File: src/rtl/t08_lcd_pkg.sv
// Shared types and constants for the LCD command sequencer: FSM states,
// panel opcodes, fixed init parameters and per-sequence step counts.
package t08_lcd_pkg;

   typedef enum logic [2:0] {
      ST_IDLE     = 3'd0,
      ST_SEND_CMD = 3'd1,
      ST_SEND_PAR = 3'd2,
      ST_WAIT_HI  = 3'd3,
      ST_WAIT_LO  = 3'd4,
      ST_NEXT     = 3'd5,
      ST_FINISH   = 3'd6
   } state_e;

   typedef enum logic {
      SEQ_INIT = 1'b0,
      SEQ_DRAW = 1'b1
   } seq_e;

   typedef struct packed {
      logic [15:0] x_start;
      logic [15:0] x_end;
      logic [15:0] y_start;
      logic [15:0] y_end;
      logic [15:0] pixel;
   } window_t;

   localparam logic [7:0] CMD_SWRESET = 8'h01;
   localparam logic [7:0] CMD_SLPOUT  = 8'h11;
   localparam logic [7:0] CMD_COLMOD  = 8'h3A;
   localparam logic [7:0] CMD_MADCTL  = 8'h36;
   localparam logic [7:0] CMD_DISPON  = 8'h29;
   localparam logic [7:0] CMD_CASET   = 8'h2A;
   localparam logic [7:0] CMD_PASET   = 8'h2B;
   localparam logic [7:0] CMD_RAMWR   = 8'h2C;

   localparam logic [7:0] INIT_COLMOD_PAR = 8'h55;
   localparam logic [7:0] INIT_MADCTL_PAR = 8'h48;

   localparam int unsigned INIT_LEN = 5;
   localparam int unsigned DRAW_LEN = 3;
   localparam logic [2:0] INIT_LAST_STEP = 3'(INIT_LEN - 1);
   localparam logic [2:0] DRAW_LAST_STEP = 3'(DRAW_LEN - 1);

   // Cycles spent in WAIT_HI before giving up on a busy acknowledge.
   localparam logic [7:0] WAIT_HI_LAST = 8'd254;

   function automatic logic [31:0] cmd_word(input logic [7:0] cmd, input logic [3:0] nparams);
      return {20'h0, nparams, cmd};
   endfunction

   function automatic logic [2:0] last_step(input seq_e seq);
      return (seq == SEQ_INIT) ? INIT_LAST_STEP : DRAW_LAST_STEP;
   endfunction

endpackage

File: src/rtl/t08_lcd_step_rom.sv
// Combinational step table: (sequence, step, latched operands) to the command
// opcode, its parameter count and the MSB-first packed parameter word.
module t08_lcd_step_rom
   import t08_lcd_pkg::*;
(
   input  seq_e        seq_i,
   input  logic [2:0]  step_i,
   input  window_t     win_i,
   output logic [7:0]  cmd_o,
   output logic [3:0]  nparams_o,
   output logic [31:0] par_word_o
);

   always_comb begin
      cmd_o      = 8'h00;
      nparams_o  = 4'd0;
      par_word_o = 32'h0;
      if (seq_i == SEQ_INIT) begin
         case (step_i)
            3'd0: cmd_o = CMD_SWRESET;
            3'd1: cmd_o = CMD_SLPOUT;
            3'd2: begin
               cmd_o      = CMD_COLMOD;
               nparams_o  = 4'd1;
               par_word_o = {INIT_COLMOD_PAR, 24'h0};
            end
            3'd3: begin
               cmd_o      = CMD_MADCTL;
               nparams_o  = 4'd1;
               par_word_o = {INIT_MADCTL_PAR, 24'h0};
            end
            3'd4: cmd_o = CMD_DISPON;
            default: cmd_o = 8'h00;
         endcase
      end else begin
         case (step_i)
            3'd0: begin
               cmd_o      = CMD_CASET;
               nparams_o  = 4'd4;
               par_word_o = {win_i.x_start, win_i.x_end};
            end
            3'd1: begin
               cmd_o      = CMD_PASET;
               nparams_o  = 4'd4;
               par_word_o = {win_i.y_start, win_i.y_end};
            end
            3'd2: begin
               cmd_o      = CMD_RAMWR;
               nparams_o  = 4'd2;
               par_word_o = {win_i.pixel, 16'h0};
            end
            default: cmd_o = 8'h00;
         endcase
      end
   end

endmodule

File: src/rtl/t08_lcd_sequencer.sv
// LCD command sequencer: walks the init or window+pixel draw table, issuing a
// command strobe then a parameter strobe per step and handshaking on spi_busy.
module t08_lcd_sequencer
   import t08_lcd_pkg::*;
(
   input  logic        clk,
   input  logic        nrst,
   input  logic        init_req_i,
   input  logic        draw_req_i,
   input  logic [15:0] x_start_i,
   input  logic [15:0] x_end_i,
   input  logic [15:0] y_start_i,
   input  logic [15:0] y_end_i,
   input  logic [15:0] pixel_i,
   input  logic        spi_busy_i,
   output logic [31:0] spi_data_o,
   output logic        spi_en_cmd_o,
   output logic        spi_en_par_o,
   output logic        ready_o,
   output logic        done_o
);

   state_e      state_q;
   seq_e        seq_q;
   logic [2:0]  step_q;
   logic [7:0]  tmo_q;
   window_t     win_q;
   logic [31:0] par_word_q;
   logic [31:0] spi_data_q;
   logic        en_cmd_q;
   logic        en_par_q;
   logic        ready_q;
   logic        done_q;

   window_t     req_win;
   seq_e        rom_seq;
   logic [2:0]  rom_step;
   window_t     rom_win;
   logic [7:0]  rom_cmd;
   logic [3:0]  rom_nparams;
   logic [31:0] rom_par;
   logic [2:0]  step_d;

   assign req_win = '{x_start: x_start_i, x_end: x_end_i,
                      y_start: y_start_i, y_end: y_end_i, pixel: pixel_i};

   // Saturating increment: the step index must never wrap.
   assign step_d = (step_q == 3'd7) ? step_q : step_q + 3'd1;

   // The ROM looks one step ahead so the command strobe can be registered on
   // the same edge that enters SEND_CMD (request in IDLE, or advance in NEXT).
   always_comb begin
      rom_seq  = seq_q;
      rom_step = step_q;
      rom_win  = win_q;
      if (state_q == ST_IDLE) begin
         rom_seq  = init_req_i ? SEQ_INIT : SEQ_DRAW;
         rom_step = 3'd0;
         if (!init_req_i) begin
            rom_win = req_win;
         end
      end else if (state_q == ST_NEXT) begin
         rom_step = step_d;
      end
   end

   t08_lcd_step_rom u_step_rom (
      .seq_i      (rom_seq),
      .step_i     (rom_step),
      .win_i      (rom_win),
      .cmd_o      (rom_cmd),
      .nparams_o  (rom_nparams),
      .par_word_o (rom_par)
   );

   always_ff @(posedge clk or negedge nrst) begin
      if (!nrst) begin
         state_q    <= ST_IDLE;
         seq_q      <= SEQ_INIT;
         step_q     <= 3'd0;
         tmo_q      <= 8'd0;
         win_q      <= '0;
         par_word_q <= 32'h0;
         spi_data_q <= 32'h0;
         en_cmd_q   <= 1'b0;
         en_par_q   <= 1'b0;
         ready_q    <= 1'b1;
         done_q     <= 1'b0;
      end else begin
         spi_data_q <= 32'h0;
         en_cmd_q   <= 1'b0;
         en_par_q   <= 1'b0;
         done_q     <= 1'b0;
         case (state_q)
            ST_IDLE: begin
               if (init_req_i || draw_req_i) begin
                  seq_q      <= rom_seq;
                  step_q     <= 3'd0;
                  if (!init_req_i) begin
                     win_q <= req_win;
                  end
                  spi_data_q <= cmd_word(rom_cmd, rom_nparams);
                  en_cmd_q   <= 1'b1;
                  par_word_q <= rom_par;
                  ready_q    <= 1'b0;
                  state_q    <= ST_SEND_CMD;
               end
            end
            ST_SEND_CMD: begin
               spi_data_q <= par_word_q;
               en_par_q   <= 1'b1;
               state_q    <= ST_SEND_PAR;
            end
            ST_SEND_PAR: begin
               tmo_q   <= 8'd0;
               state_q <= ST_WAIT_HI;
            end
            ST_WAIT_HI: begin
               if (spi_busy_i || (tmo_q == WAIT_HI_LAST)) begin
                  tmo_q   <= 8'd0;
                  state_q <= ST_WAIT_LO;
               end else begin
                  tmo_q <= tmo_q + 8'd1;
               end
            end
            ST_WAIT_LO: begin
               if (!spi_busy_i) begin
                  state_q <= ST_NEXT;
               end
            end
            ST_NEXT: begin
               step_q <= step_d;
               if (step_q == last_step(seq_q)) begin
                  done_q  <= 1'b1;
                  state_q <= ST_FINISH;
               end else begin
                  spi_data_q <= cmd_word(rom_cmd, rom_nparams);
                  en_cmd_q   <= 1'b1;
                  par_word_q <= rom_par;
                  state_q    <= ST_SEND_CMD;
               end
            end
            ST_FINISH: begin
               ready_q <= 1'b1;
               state_q <= ST_IDLE;
            end
            default: begin
               ready_q <= 1'b1;
               state_q <= ST_IDLE;
            end
         endcase
      end
   end

   assign spi_data_o   = spi_data_q;
   assign spi_en_cmd_o = en_cmd_q;
   assign spi_en_par_o = en_par_q;
   assign ready_o      = ready_q;
   assign done_o       = done_q;

endmodule

File: config.mk
export PLATFORM = sky130hd
export DESIGN_NAME = t08_lcd_sequencer
export DESIGN_NICKNAME = d
export VERILOG_FILES = /design/src/rtl/t08_lcd_pkg.sv /design/src/rtl/t08_lcd_step_rom.sv /design/src/rtl/t08_lcd_sequencer.sv
export SDC_FILE = /design/constraint.sdc
export NUM_CORES = 1
export LEC_CHECK = 0
export CAP_MARGIN = 20
export CORE_AREA = 5 5 126 128
export CTS_CLUSTER_SIZE = 12
export DETAILED_ROUTE_END_ITERATION = 16
export DIE_AREA = 0 0 131 133
export PLACE_DENSITY_LB_ADDON = 0.12
export SLEW_MARGIN = 20
export SYNTH_ARGS = -nofsm -noshare
export SYNTH_HDL_FRONTEND = slang
export SYNTH_HIERARCHICAL = 1
export SYNTH_SLANG_ARGS = --single-unit
export TNS_END_PERCENT = 1
File: constraint.sdc
create_clock -name clk -period 5 [get_ports clk]
set_input_delay 1 -clock clk [delete_from_list [all_inputs] [get_ports clk]]
set_output_delay 1 -clock clk [all_outputs]
set_load 0.05 [all_outputs]
==> implementation parameters, run 1 <==
Parameter                              Value

Route
  Remaining antenna violation count after routing ... 0
  Via count normalized by instance count ... 5.63
  Total wire length ... 18600 µm
  Via total after detailed routing ... 5363
  Residual DRC ... 0
  Avg WL per Cell ... 19.5 µm
  First-pass detailed-route iteration total ... 4
  Detailed router's first-iteration violation count ... 274

Timing
  Endpoints failing setup ... 0
  F_max ... 307 MHz
  Setup TNS ... 0 ps
  Worst setup margin ... 1740 ps
  Setup repair after global routing missed its margin ... no
  Final clock skew ... 9.51 ps
  Pins over their slew limit ... 0
  Final Hold Violating Endpoints ... 0
  Final period demand of the worst path ... 3260 ps
  Relative slew slack ... 0.282
  Fraction of the cycle the final worst path needs ... 0.652
  Worst-Margin Slew ... 1080 ps

Final layout
  Number of standard cells in the layout, taps in and fillers out ... 952
  Diode count ... 0
  Count of nets after finishing ... 839
  Fraction of layout cells with a size suffix above 1 ... 0.323
  Area growth from synthesis to final layout ... 19.7%
  Number of fillers in the final layout ... 1069

Placement
  DP Worst Slack ... 1480 ps
  Number of port buffers ... 120
  Total instance count after detailed placement ... 920
  Post-detail-place hpwl ... 11900 µm
  Final Wtd Congestion ... 0.765

Clock network
  Clock tree sinks ... 163
  CTS tree ... done
  Cell at the root of the clock tree ... clkbuf_16
  Clock slew at reported path FFs ... 60 ps
  Post-CTS Setup Inserts ... 0
  Clock Path Buffers ... 2
  CTS Buf Count ... 17
  Clk Latency, worst-skew pair ... 420 ps
  Number of resized instances in the post-cts repair step ... 0
  Number of H-tree levels ... 4
  Hold buffer count at cts ... 0

Yosys
  Prevailing post-synth register cell ... dfrtp_1
  Share of synthesized flip-flops with an asynchronous set or reset ... 1.00
  Portion of netlist area occupied by mux cells ... 0.324
  Total standard cell area after synthesis ... 0.00858 mm²
  Yosys reg bits ... 163
  Post-synth cell types ... 58
  Number of warnings issued by yosys ... 6
  Adder-cell share of the synthesized area ... 0.00438
  Seq/Total Area, Yosys ... 0.476
  Basic-gate share of the synthesized area counting and, or, nand and nor cells ... 0.0792
  Post-synthesis area per instance ... 13.2 µm²
  Share of the synthesized area in compound gates (AO/OA/AOI/OAI) ... 0.0621
  Post-synthesis share of cell area spent on xor and xnor gates ... 0.00102
  Cell taking the most area after synthesis ... dfrtp_1
  Syn Inst Count ... 649
  Main combinational cell family by area after synthesis ... multiplexers
  Dominant cells by area after synthesis ... dfrtp_1, mux2_2, mux2_4
  Number of enable flip-flop cells after synthesis ... 0
  Share of Yosys cell area claimed by the top area cell type ... 0.473

Global routing
  Total global routing track utilization ... 0.218
  Wire length of the first global-routing pass ... 29900 µm
  Number of global-route vias before repair ... 5900
  Global-route congestion overflow total ... 0
  Initial antenna violation count ... 0
  Largest net degree at the start of global routing ... 105

Worst setup path
  Critical path arrival ... 3620 ps
  Cell seen most often among critical-path stages ... nor2b_1
  Highest fanout seen on the critical path ... 28
  Worst reg2reg path startpoint ... state_q[0]
  CP Class ... reg -> reg
  Worst setup SP type ... flop
  Cell breakdown of the critical path ... nor2b_1 > a32o_1 > a22o_1 > nor2b_1 > nand2_1 > a21oi_1 > mux2_2
  Worst reg-to-reg path cell count ... 7
  Critical Path Source ... state_q[0]
  Slowest stage cell, crit path ... nor2b_1
  Data required time of the critical path ... 5360 ps
  Max stage delay on crit path ... 860 ps
  Kind of capture point of the worst setup path ... flop

Die
  Number of placement rows ... 45
  I/O pin count ... 121
  Height of the die ... 133 µm
  Die W ... 131 µm
  Die area ... 0.0174 mm²
  Starting Density ... 0.581
  Area inside the core boundary ... 0.0148 mm²

Min path
  Critical hold path startpoint ... par_word_q[31]
  Worst hold path class ... reg -> reg
  Hold Path Depth ... 1

Flow run
  Max-cap violations ... 0

Pwr
  Power, Total ... 0.00635 W
  IR Drop Worst-Case VDD ... 0.448 mV
  Power per standard cell area ... 619 mW/mm²
  Leakage Power ... 4.71 nW

Run status
  Status ... finished, final reports clean
-- cells in the final DEF, fill, tap and decap left out, types with 8 or more instances in the layout --
cell	Yosys	final
dfrtp_1	162	162
and2_1	21	21
clkdlybuf4s50_1	0	119
clkbuf_16	0	17
a22o_1	16	15
mux2_2	115	115
mux2_4	80	80
or2_1	8	8
a21oi_1	22	22
o21ai_0	9	9
nand2_1	28	28
nor2_1	31	30
mux2i_1	28	28
-- logic make-up (layout without fill, tap and decap cells) --
kind of cell / count (synthesis) / after routing
other: 1 / 3
XOR/XNOR: 1 / 1
adder cells (fa/ha/maj): 3 / 3
AO/OA/AOI/OAI: 78 / 78
AND/OR/NAND/NOR: 127 / 127
multiplexers: 223 / 223
buffers and inverters: 53 / 166
flip-flops: 163 / 163
-- worst paths after layout --
path / to / slack, ps
max: par_word_q[23] / 1740
min: spi_data_o[31] / 470
max reg2reg: par_word_q[23] / 1740
min reg2reg: spi_data_o[31] / 470
max in group asynchronous: spi_data_o[17] / 3300
min in group asynchronous: win_q[61] / 670
-- cell usage after synthesis, drive strengths merged, types with 2 or more instances --
library cell,number
a21o,8
a21oi,22
a22o,16
a31oi,3
and2,21
and3,2
buf,38
clkbuf,9
dfrtp,162
ha,3
inv,6
mux2,195
mux2i,28
nand2,28
nand2b,5
nand3,7
nor2,32
nor2b,6
nor3,2
o211ai,4
o21a,3
o21ai,12
or2,12
or2b,2
or3,2
-- registers in the layout (all words and copies together) (netlist names) --
register,flops
par_word_q,32
step_q,3
seq_q,1
tmo_q,8
spi_en_cmd_o,1
state_q,3
win_q,80
spi_data_o,32
ready_o,1
done_o,1
spi_en_par_o,1
-- through the flow --
step           utilization  hold WS [ps]  cell area, µm²
5_1_grt              0.696           501           10300
3_5_place_dp         0.655           466            9670
4_1_cts              0.696           481           10300
3_3_place_gp         0.655           457            9670
2_1_floorplan            -           449            8580
6_report             0.696           474           10300
-- metal layers --
layer / track usage / routed length, µm / vias up
met5: 0 / 0 / -
li1: - / - / 2504
met2: 0.355 / 9040 / 114
met3: 0.0513 / 789 / 25
met4: 0.0606 / 321 / 0
met1: 0.291 / 8450 / 2720
-- critical path, delay by kind of cell, from the launching register on --
family / cells / cell delay (ps)
mux: 1 / 180
flops: 1 / 590
compound gates: 3 / 1160
simple gates: 3 / 1260
-- power breakdown --
group          total, W  switching (W)  internal [W]
Clock           0.00133       0.000519      0.000811
Sequential      0.00214       0.000319       0.00183
Combinational   0.00288        0.00133       0.00155
-- cell type report --
| class | count | area (µm²) | area share |
|---|---|---|---|
| Tap cell | 188 | 235 | 0.0229 |
| Inverter | 6 | 22.5 | 0.00219 |
| Multi-Input combinational cell | 435 | 4060 | 0.395 |
| Sequential cell | 163 | 4080 | 0.397 |
| Timing Repair Buffer | 128 | 1270 | 0.124 |
| Clock inverter | 9 | 129 | 0.0126 |
| Clock buffer | 23 | 468 | 0.0456 |
(Power assumes the default switching activity.)
==> inputs of run 2 (changes only) <==
CORE_AREA = 5 5 137 139   (was 5 5 126 128)
DIE_AREA = 0 0 142 144   (was 0 0 131 133)
clock period = 2.9 ns   (was 5 ns; I/O delays follow)
==> implementation parameters, run 2 (synthesis results as in run 1) <==
Parameter                              Value

Run status
  Status ... finished, final reports clean

Worst setup path
  Kind of capture point of the worst setup path ... flop
  Worst reg2reg path startpoint ... state_q[1]
  Endpoint of the worst register-to-register path ... par_word_q[20]
  Flop2flop setup slack ... 250 ps
  Highest fanout seen on the critical path ... 27
  Data required time of the critical path ... 3200 ps
  Critical path arrival ... 2950 ps
  Worst reg-to-reg path cell count ... 9
  CP Class ... reg -> reg
  Worst setup SP type ... flop

Global routing
  Largest net degree at the start of global routing ... 61
  Number of global-route vias before repair ... 5715
  Total global routing track utilization ... 0.188
  Wire length of the first global-routing pass ... 30400 µm
  Global-route congestion overflow total ... 0
  Initial antenna violation count ... 0

Route
  Total wire length ... 18700 µm
  Residual DRC ... 0
  Via count normalized by instance count ... 5.33
  Via total after detailed routing ... 5332
  First-pass detailed-route iteration total ... 4
  Detailed router's first-iteration violation count ... 209
  Avg WL per Cell ... 18.7 µm
  Remaining antenna violation count after routing ... 0

Clock network
  Number of H-tree levels ... 4
  Clk Latency, worst-skew pair ... 420 ps
  Clock tree sinks ... 163
  CTS Buf Count ... 17
  CTS tree ... done
  Cell at the root of the clock tree ... clkbuf_16
  Hold buffer count at cts ... 0
  Clock Path Buffers ... 2
  Post-CTS Setup Inserts ... 0
  Clock slew at reported path FFs ... 60 ps

Final layout
  Fraction of layout cells with a size suffix above 1 ... 0.328
  Number of fillers in the final layout ... 1428
  Most common library cell in the layout ignoring fill and taps ... dfrtp_1
  Design area ... 0.0104 mm²
  Area growth from synthesis to final layout ... 21.2%
  Diode count ... 0
  Register containing the most flip-flops in the final layout ... win_q
  Most frequent cells in the layout ... dfrtp_1, clkdlybuf4s50_1, mux2_2
  Flip-flop count of the largest register after layout ... 80
  Count of nets after finishing ... 847

Timing
  Endpoints failing setup ... 0
  Pins over their slew limit ... 0
  Final period demand of the worst path ... 2650 ps
  Worst-Margin Slew ... 610 ps
  Fraction of the cycle the final worst path needs ... 0.912
  Setup TNS ... 0 ps
  Setup repair after global routing missed its margin ... no
  Final clock skew ... 8.70 ps
  Final Hold Violating Endpoints ... 0
  F_max ... 378 MHz
  Relative slew slack ... 0.592

Die
  I/O pin count ... 121
  Starting Density ... 0.489
  Number of placement rows ... 49
  Area inside the core boundary ... 0.0175 mm²
  Die W ... 142 µm
  Die area ... 0.0204 mm²
  Height of the die ... 144 µm

Pwr
  Power per standard cell area ... 1040 mW/mm²
  Leakage Power ... 4.75 nW
  IR Drop Worst-Case VDD ... 0.577 mV

Min path
  Worst hold path class ... in -> async

Flow run
  Max-cap violations ... 0

Placement
  Final Wtd Congestion ... 0.815
  Post-detail-place hpwl ... 12300 µm
  DP Area ... 0.00987 mm²
  Number of port buffers ... 120
## run 2: cell count changes in the layout (fill, tap and decap cells not counted)
cell / previous run / this run
nor2b_1: 6 / 5
nor2b_2: 0 / 1
buf_12: 1 / 8
clkinv_2: 3 / 2
clkbuf_1: 4 / 6
clkbuf_8: 2 / 0
buf_4: 7 / 8
inv_6: 0 / 1
clkinvlp_4: 2 / 3
bufinv_16: 3 / 1
## run 2: worst max-delay path by stage
stage / from / slack (ps) / end
after floorplan: state_q[2] / 560 / par_word_q[28]
after global placement: init_req_i / 180 / par_word_q[20]
after detailed placement: init_req_i / 120 / par_word_q[20]
after CTS: step_q[0] / 150 / par_word_q[27]
after global routing: state_q[2] / 150 / par_word_q[20]
final: state_q[1] / 250 / par_word_q[20]
## run 2: layout make-up
class / instances / area, µm² / area share
clock buffer: 23 / 448 / 0.0431
clock inverter: 8 / 80.1 / 0.00770
inverter: 6 / 22.5 / 0.00217
multi-input combinational: 435 / 4060 / 0.390
sequential: 163 / 4080 / 0.392
tap: 229 / 287 / 0.0276
timing repair buffer: 136 / 1420 / 0.137
## run 2: worst max-delay path, cell delays in order, from the launching register on
cell	delay [ps]
dfrtp_1	520
or3_4	480
nor2_4	140
buf_12	220
buf_4	210
mux2_2	340
mux2i_1	150
or2_1	120
a21oi_1	60
mux2_2	270
## run 2: timing repair
action | 4_1_cts | 5_1_grt
gates resized for setup | 0 | 1
setup endpoints to repair | 0 | 12
hold endpoints to repair | 0 | 0
## run 2: power breakdown
part	switching (W)	internal [W]
sequential	0.000528	0.00315
combinational	0.00230	0.00277
clock	0.000887	0.00118
## run 2: metrics by stage
stage          hold slack (ps)  setup slack, ps   util  power (W)  cells
2_1_floorplan              284              561      -    0.00767    651
3_3_place_gp               463              182  0.563    0.00864    969
3_5_place_dp               467              118  0.563    0.00878    969
4_1_cts                    105              153  0.593     0.0109   1000
5_1_grt                    125              150  0.593     0.0115   1000
6_report                   102              255  0.593     0.0108   1000
## run 2: metal layers
layer | GRT usage | vias up | share of wire
li1 | - | 2518 | -
met1 | 0.250 | 2692 | 0.46
met2 | 0.310 | 101 | 0.49
met3 | 0.0387 | 21 | 0.033
met4 | 0.0636 | 0 | 0.016
met5 | 0 | - | 0
